File: config.mk
export PLATFORM = sky130hd
export DESIGN_NAME = riscv_core_mul_r4
export DESIGN_NICKNAME = d
export VERILOG_FILES = /design/src/rtl/riscv_core_mul_pkg.sv /design/src/rtl/riscv_core_booth_r4_enc.sv /design/src/rtl/riscv_core_mul_r4.sv
export SDC_FILE = /design/constraint.sdc
export NUM_CORES = 1
export LEC_CHECK = 0
export CORE_UTILIZATION = 52
export CTS_CLUSTER_SIZE = 40
export DETAILED_ROUTE_END_ITERATION = 16
export PLACE_DENSITY_LB_ADDON = 0.15
export SLEW_MARGIN = 20
export SYNTH_ARGS = -nofsm -noshare
export SYNTH_HDL_FRONTEND = slang
export SYNTH_SLANG_ARGS = --single-unit
File: constraint.sdc
create_clock -name i_mul_clk -period 4.9 [get_ports i_mul_clk]
set_clock_uncertainty 0.2 [all_clocks]
set_input_delay 0.49 -clock i_mul_clk [delete_from_list [all_inputs] [get_ports i_mul_clk]]
set_output_delay 0.49 -clock i_mul_clk [all_outputs]
set_load 0.005 [all_outputs]
File: src/rtl/riscv_core_mul_pkg.sv
// riscv_core_mul_pkg
//   Shared types and helpers for the radix-4 Booth multiplier:
//   operation codes, FSM states, Booth digit encoding and per-op
//   signedness / result-half decode functions.
package riscv_core_mul_pkg;

   typedef enum logic [1:0] {
      MUL    = 2'd0,
      MULH   = 2'd1,
      MULHSU = 2'd2,
      MULHU  = 2'd3
   } mul_op_e;

   typedef enum logic [1:0] {
      IDLE = 2'd0,
      BUSY = 2'd1,
      DONE = 2'd2
   } mul_state_e;

   // Booth digit as {neg, one, two}
   typedef enum logic [2:0] {
      DIG_ZERO = 3'b000,
      DIG_P1   = 3'b010,
      DIG_P2   = 3'b001,
      DIG_M1   = 3'b110,
      DIG_M2   = 3'b101
   } booth_dig_e;

   function automatic logic op_rs1_signed(input mul_op_e op);
      return op != MULHU;
   endfunction

   function automatic logic op_rs2_signed(input mul_op_e op);
      return (op == MUL) || (op == MULH);
   endfunction

   function automatic logic op_high(input mul_op_e op);
      return op != MUL;
   endfunction

endpackage

File: src/rtl/riscv_core_booth_r4_enc.sv
// riscv_core_booth_r4_enc
//   Radix-4 Booth recoder: maps the 3-bit multiplier window
//   {y[2i+1], y[2i], y[2i-1]} to a digit in {-2,-1,0,+1,+2}, expressed
//   as magnitude selects (one/two) plus a negate flag. Combinational.
// Ports
//   win_i  [2:0]  multiplier window
//   neg_o         subtract the selected multiple
//   one_o         select 1x multiplicand
//   two_o         select 2x multiplicand
module riscv_core_booth_r4_enc
   import riscv_core_mul_pkg::*;
(
   input  logic [2:0] win_i,
   output logic       neg_o,
   output logic       one_o,
   output logic       two_o
);

   booth_dig_e dig;

   always_comb begin
      dig = DIG_ZERO;
      unique case (win_i)
         3'b000, 3'b111: dig = DIG_ZERO;
         3'b001, 3'b010: dig = DIG_P1;
         3'b011:         dig = DIG_P2;
         3'b100:         dig = DIG_M2;
         3'b101, 3'b110: dig = DIG_M1;
         default:        dig = DIG_ZERO;
      endcase
   end

   assign {neg_o, one_o, two_o} = dig;

endmodule

File: src/rtl/riscv_core_mul_r4.sv
// riscv_core_mul_r4
//   Sequential radix-4 Booth multiplier for RISC-V MUL/MULH/MULHSU/MULHU.
//   Retires two multiplier bits per cycle; NDIG = (XLEN+2)/2 busy cycles.
// Ports
//   i_mul_clk, i_mul_rstn   clock, synchronous active-low reset
//   i_mul_flush             abort in-flight op (no result)
//   i_mul_valid/o_mul_ready request handshake (ready only in IDLE)
//   i_mul_op, i_mul_rs1/2   operation and operands, sampled at accept
//   o_mul_valid/i_mul_ready result handshake (valid held in DONE)
//   o_mul_product           full 2*XLEN product
//   o_mul_result            low half for MUL, high half otherwise
module riscv_core_mul_r4
   import riscv_core_mul_pkg::*;
#(
   parameter int unsigned XLEN = 64
) (
   input  logic              i_mul_clk,
   input  logic              i_mul_rstn,
   input  logic              i_mul_flush,
   input  logic              i_mul_valid,
   output logic              o_mul_ready,
   input  logic [1:0]        i_mul_op,
   input  logic [XLEN-1:0]   i_mul_rs1,
   input  logic [XLEN-1:0]   i_mul_rs2,
   output logic              o_mul_valid,
   input  logic              i_mul_ready,
   output logic [2*XLEN-1:0] o_mul_product,
   output logic [XLEN-1:0]   o_mul_result
);

   localparam int unsigned NDIG = (XLEN + 2) / 2;
   localparam int unsigned YW   = XLEN + 2;   // extended operand width
   localparam int unsigned AW   = XLEN + 3;   // accumulator width
   localparam int unsigned CW   = $clog2(NDIG + 1);

   if (((XLEN % 2) != 0) || (XLEN < 8)) begin : g_bad_xlen
      $error("riscv_core_mul_r4: XLEN must be even and >= 8");
   end

   mul_state_e      state_q;
   mul_op_e         op_q;
   logic [CW-1:0]   cnt_q;
   logic [AW-1:0]   acc_q, acc_d;
   logic [YW-1:0]   y_q, y_d;
   logic            ym1_q, ym1_d;
   logic [YW-1:0]   m_q;

   logic            neg, one, two;
   logic [AW-1:0]   mx, mag, addend, sum;
   logic [YW-1:0]   rs1_ext, rs2_ext;
   logic [2*XLEN-1:0] product;
   mul_op_e         op_in;

   assign op_in   = mul_op_e'(i_mul_op);
   assign rs1_ext = {{2{op_rs1_signed(op_in) & i_mul_rs1[XLEN-1]}}, i_mul_rs1};
   assign rs2_ext = {{2{op_rs2_signed(op_in) & i_mul_rs2[XLEN-1]}}, i_mul_rs2};

   riscv_core_booth_r4_enc u_enc (
      .win_i ({y_q[1], y_q[0], ym1_q}),
      .neg_o (neg),
      .one_o (one),
      .two_o (two)
   );

   // acc += d*M, then arithmetic shift of {acc, y, y[-1]} right by 2
   always_comb begin
      mx  = {m_q[YW-1], m_q};
      mag = '0;
      if (one)
         mag = mx;
      else if (two)
         mag = {mx[AW-2:0], 1'b0};
      addend = neg ? ~mag : mag;
      sum    = acc_q + addend + {{(AW-1){1'b0}}, neg};
      acc_d  = {{2{sum[AW-1]}}, sum[AW-1:2]};
      y_d    = {sum[1:0], y_q[YW-1:2]};
      ym1_d  = y_q[1];
   end

   always_ff @(posedge i_mul_clk) begin
      if (!i_mul_rstn) begin
         state_q <= IDLE;
         op_q    <= MUL;
         cnt_q   <= '0;
         acc_q   <= '0;
         y_q     <= '0;
         ym1_q   <= 1'b0;
         m_q     <= '0;
      end else if (i_mul_flush) begin
         state_q <= IDLE;
      end else begin
         unique case (state_q)
            IDLE: begin
               if (i_mul_valid) begin
                  op_q    <= op_in;
                  m_q     <= rs1_ext;
                  y_q     <= rs2_ext;
                  ym1_q   <= 1'b0;
                  acc_q   <= '0;
                  cnt_q   <= CW'(NDIG);
                  state_q <= BUSY;
               end
            end
            BUSY: begin
               acc_q <= acc_d;
               y_q   <= y_d;
               ym1_q <= ym1_d;
               cnt_q <= cnt_q - CW'(1);
               if (cnt_q == CW'(1))
                  state_q <= DONE;
            end
            DONE: begin
               if (i_mul_ready)
                  state_q <= IDLE;
            end
            default: state_q <= IDLE;
         endcase
      end
   end

   // Low 2*XLEN bits of {acc, y}: y holds the low XLEN+2 product bits
   assign product       = {acc_q[XLEN-3:0], y_q};
   assign o_mul_product = product;
   assign o_mul_result  = op_high(op_q) ? product[2*XLEN-1:XLEN] : product[XLEN-1:0];
   assign o_mul_ready   = (state_q == IDLE);
   assign o_mul_valid   = (state_q == DONE);

endmodule

Yosys cells after proc, flatten, opt, wreduce, memory -nomap -nowiden:

Memories as Yosys holds them, arrays and structs flattened. A register that Yosys moved wholly into a read port is not among the register bits.
Cells that the tools add are included.
W data, S select, Z words.

* reductions and logical operators: 9
* eq/ne operators: 8
* $add $sub $neg: 3
* mux-type cells: 18
* bitwise gates (word level): 5

Operators with widths (number)
* $mux W67: 4
* $pmux W67 S2: 1
* $pmux W66 S2: 1
* $add A67 B1 Y67: 1
* $add A67 B67 Y67: 1
* $not A67 Y67: 1
* $mux W66: 1
* $mux W64: 1
* $pmux W6 S2: 1
* $reduce_and A3 Y1: 3
* $eq A6 B1 Y1 const B: 1
* $mux W2: 3
* $mux W3: 2
* $mux W6: 1
* $ne A2 B2 Y1 const B: 3
* $pmux W2 S3: 1
* $sub A6 B1 Y6 const B: 1
* $eq A2 B1 Y1 const B: 2
* $logic_not A2 Y1: 2
* $reduce_bool A2 Y1: 2
* $and A1 B1 Y1: 2
* $eq A2 B2 Y1 const B: 1
* $ne A2 B1 Y1 const B: 1
* $not A1 Y1: 2
* other kinds (4): 4

* input bits: 135
* output and inout bits: 194
* word-level logic and storage cells: 51
* flip-flop bits (word level): 209
* bits in read-only memories: 24
* memories kept: 1

Memory list
* (no name shown): words 8, bits a word 3, rd ports 1, clocked after memory_dff 1, wr ports 0, line riscv_core_booth_r4_enc.sv:23 `unique case (win_i)`

Longest topological paths before layout:

* depth in word-level cells: 9
* mapped depth: 18
* mapped depth without buffers: 14

By module:

A second synthesis with hierarchy kept.

* cells, all modules: 1877
* area total of the unflattened synthesis: 14606.5 um2

Modules (own cells, without submodules)
* riscv_core_mul_r4: instances 1, area each 14549.0 um2, cells an instance 1870, sequential area each 4144.0 um2
* riscv_core_booth_r4_enc: instances 1, area each 57.6 um2, cells an instance 7, sequential area each 0.0 um2

Worst setup path after synthesis:

Ideal clock, no wire load.

* path kind: register to register
* start point: reg u_enc.dig[1] (netlist name)
* end point: reg acc_q[50]
* cell stages (with the launch flop): 18
* slack: 0.786 ns
* arrival time: 3.852 ns
* path buffers: 3
* setup time: 0.062 ns
* period minus slack after synthesis: 4.114 ns
* data required time: 4.638 ns
* cells stage by stage: dfxtp_1 > clkbuf_1 > clkbuf_1 > clkbuf_1 > nand2_1 > o21ai_0 > xor2_1 > fa_1 > a211oi_2 > o21ai_2 > o2111ai_4 > nand4b_4 > a31oi_4 > o21ai_2 > a221oi_2 > o22ai_1 > or4b_1 > nand3_1

RTL lines
* end signal: assignment: line riscv_core_mul_r4.sv:85 `acc_q <= '0;`
* end signal: assignment: line riscv_core_mul_r4.sv:99 `acc_q <= '0;`
* end signal: assignment: line riscv_core_mul_r4.sv:105 `acc_q <= acc_d;`
* end: declaration: line riscv_core_mul_r4.sv:43 `logic [AW-1:0] acc_q, acc_d;`

==> flow_summary_export.csv <==
group,metric,value,unit
outcome,status,"finished clean",
route,drc_errors,0,
floorplan,initial_core_util,53.2,%
timing,tightestPinTransition,1.04,ns
final_layout,nets,2308,
synth,synth-seq-cells,210,
timing,slew_headroom,30.7,%
setup_path,endpoint_kind,"flop",
flow_run,maxCapViolations,0,
timing,finalSetupViolations,0,
timing,rsz0062_at_grt,"false",
route,drtIter0Drc,1056,
clocking,post_cts_resize_count,0,
clocking,clock_path_buffers,3,
clocking,cts_tree,"yes",
power_and_ir_drop,leakagePower,7.33,nW
floorplan,die_y,168,µm
global_route,grt_pass1_vias,13500,
final_layout,final_common_cell,"nand2_1",
power_and_ir_drop,p_per_area,252,nW/µm²
floorplan,core_area,27000,µm²
synth,syn_inst,1931,
setup_path,crit_family,"compound AO/OA/AOI/OAI gates",
clocking,root_buffer,"clkbuf_16",
final_layout,final-seq-area,4210,µm²
global_route,grt_use_total,30.1,%
route,num_vias,14300,
clocking,clock_sinks,210,
placement,portBuffers,328,
clocking,cts_buffers,24,
global_route,gr-total-overflow,0,
route,ant_nets,0,
setup_path,crit_buf_inv,1,
timing,fmax,0.224,GHz
route,drt_wl_total,43700,µm
setup_path,worstSetupPathType,"flop to flop",
placement,hpwlAfterDp,32200,µm
final_layout,multi_input_area,9110,µm²
setup_path,crit_fanout,32,
floorplan,dieWidth,168,µm
final_layout,fillers,2354,
placement,gp_congestion,0.990,
route,vias_per_cell,5.82,
setup_path,cp-start-kind,"flop",
clocking,postCtsHoldBufs,0,
clocking,post_cts_buffers,0,
setup_path,crit_top_cell,"o21ai_0",
synth,avgSynthCellArea,7.45,µm²
global_route,antenna_found_initial,0,
setup_path,max_stage_delay,0.76,ns
timing,hold_viol_final,0,
synth,ys_seq_area_share,29.2,%
timing,slew_viol_final,0,
global_route,grt_pass1_wl,70400,µm
final_layout,layout-drive-gt1-share,7.78,%
synth,synth_edf_count,0,
setup_path,path_cells,"buf_4 > nand2_1 > o21ai_0 > xor2_1 > ha_1 > a21oi_1 > o21ai_0 > a41oi_1 > o21ai_0 > and4_1 > a22oi_2 > a21oi_2 > a221o_1 > a41oi_2 > a211o_1",
timing,setup_tns,0,ns
setup_path,worstPathRequired,5.18,ns
synth,async_flop_share,0,%
final_layout,syn2layout_area_growth,26.1,%
floorplan,rows,60,
synth,syn_area,14400,µm²
clocking,clkTransAtPathRegs,0.06,ns
route,drt_first_pass_iters,7,
synth,synth-warning-count,0,
floorplan,ios,329,
min_path,hp-class,"flop to flop",
floorplan,die_area,28300,µm²
final_layout,final_cell_mix,"nand2_1 (459), clkdlybuf4s50_1 (328), dfxtp_1 (207)",
setup_path,crit_slowest_cell,"dfxtp_2",
synth,synth_top_flop_cell,"dfxtp_1",
route,wl_per_cell,17.7,µm
final_layout,diodes,0,
final_layout,post-route-util,67.1,%
global_route,grt_max_degree,85,
clocking,clock_latency,0.53,ns
clocking,cts_max_level,1,
synth,synthesis.nets,2137,
setup_path,worstPathArrival,4.74,ns
power_and_ir_drop,ir_drop,0.242,mV
timing,period_share,91.0,%
synth,synth_cell_types,80,
timing,finalCriticalPeriod,4.46,ns
## worst reg2reg max path: stages, from the launching register on
cell and delay [ns]:
dfxtp_2 0.76, buf_4 0.36, nand2_1 0.07, o21ai_0 0.19, xor2_1 0.18, ha_1 0.33
a21oi_1 0.27, o21ai_0 0.16, a41oi_1 0.35, o21ai_0 0.27, and4_1 0.23, a22oi_2 0.25
a21oi_2 0.12, a221o_1 0.37, a41oi_2 0.20, a211o_1 0.10
## path summary, 6_finish.rpt
| check | startpoint | to | slack, ns | cells after the start |
|---|---|---|---|---|
| max | u_enc.dig[0] | acc_q[65] | 0.44 | 15 |
| min | m_q[20] | m_q[20] | 0.27 | 2 |
| max reg2reg | u_enc.dig[0] | acc_q[65] | 0.44 | 15 |
| min reg2reg | m_q[20] | m_q[20] | 0.27 | 2 |
## layer usage
metal  vias up  share of wire, %  GRT usage (%)
met1      6784                46           40.7
li1       6991                 -              -
met2       472                46           50.5
met3        70               6.0           3.86
met5         -                 0              0
met4         0               2.3           7.79
## registers in the layout, indices dropped and copies added (netlist names)
name and count:
state_q 2, y_q 66, ym1_q 1, op_q 2
u_enc.dig 3, m_q 65, cnt_q 6, acc_q 65
## metrics by stage
step	hold slack [ns]	setup WS, ns	total power, mW	instances	instance area, µm²
after floorplan	0.232	0.786	2.33	1931	14400
after global placement	0.262	0.725	2.71	2417	17300
after detailed placement	0.266	0.591	2.72	2417	17300
after CTS	0.275	0.555	4.59	2461	18100
after global routing	0.296	0.0871	4.74	2461	18100
final	0.271	0.442	4.58	2461	18100
## cell usage after synthesis (3+ instances only)
library cell | n | share of area, %
nand2_1 | 459 | 12
dfxtp_1 | 210 | 29
a21oi_1 | 150 | 5.2
o21ai_0 | 144 | 5.0
nor2_1 | 143 | 3.7
clkbuf_1 | 119 | 3.1
xor2_1 | 88 | 5.4
ha_1 | 70 | 6.1
mux2_2 | 67 | 5.2
buf_4 | 62 | 3.2
a311oi_1 | 56 | 3.4
xnor2_1 | 39 | 2.4
a21o_1 | 36 | 1.9
inv_1 | 27 | 0.70
nand4_1 | 26 | 1.1
a22oi_1 | 20 | 1.0
nor3_1 | 20 | 0.70
o21bai_1 | 16 | 0.84
nand3_1 | 15 | 0.52
buf_1 | 14 | 0.37
a31oi_1 | 12 | 0.52
nand2b_1 | 10 | 0.44
o21a_1 | 8 | 0.42
a222oi_1 | 7 | 0.49
and3_1 | 6 | 0.26
or3_1 | 6 | 0.26
buf_2 | 5 | 0.17
nor2b_1 | 5 | 0.22
o21ai_1 | 5 | 0.17
o31ai_1 | 5 | 0.26
a211oi_1 | 4 | 0.21
a21oi_2 | 4 | 0.24
and2_1 | 4 | 0.17
and4_1 | 4 | 0.24
o211ai_1 | 4 | 0.21
nor4_1 | 3 | 0.13
## logic make-up after synthesis
kind of cell | count (synthesis) | share of synthesized area (%)
AND/OR/NAND/NOR | 714 | 20.7
adder cells (fa/ha/maj) | 71 | 6.23
AO/OA/AOI/OAI | 511 | 23.1
XOR/XNOR | 127 | 7.74
buffers and inverters | 230 | 7.73
flip-flops | 210 | 29.2
multiplexers | 68 | 5.32
## cell type report
class | instances | share of cell area, %
multi-input cells | 1491 | 50.2
clock inverters | 8 | 0.559
well taps | 341 | 2.35
flip-flops and latches | 210 | 23.2
inverters | 28 | 0.607
repair buffers | 347 | 19.0
clock buffers | 36 | 4.01
## power breakdown
| part | leakage, nW | total (mW) | switching [mW] | internal [mW] |
|---|---|---|---|---|
| Combinational | 5.21 | 0.816 | 0.393 | 0.423 |
| Sequential | 1.72 | 1.88 | 0.0963 | 1.78 |
| Clock | 0.398 | 1.88 | 0.748 | 1.13 |
| Total | 7.33 | 4.58 | 1.24 | 3.34 |
Power figures use the tool's default switching activity.
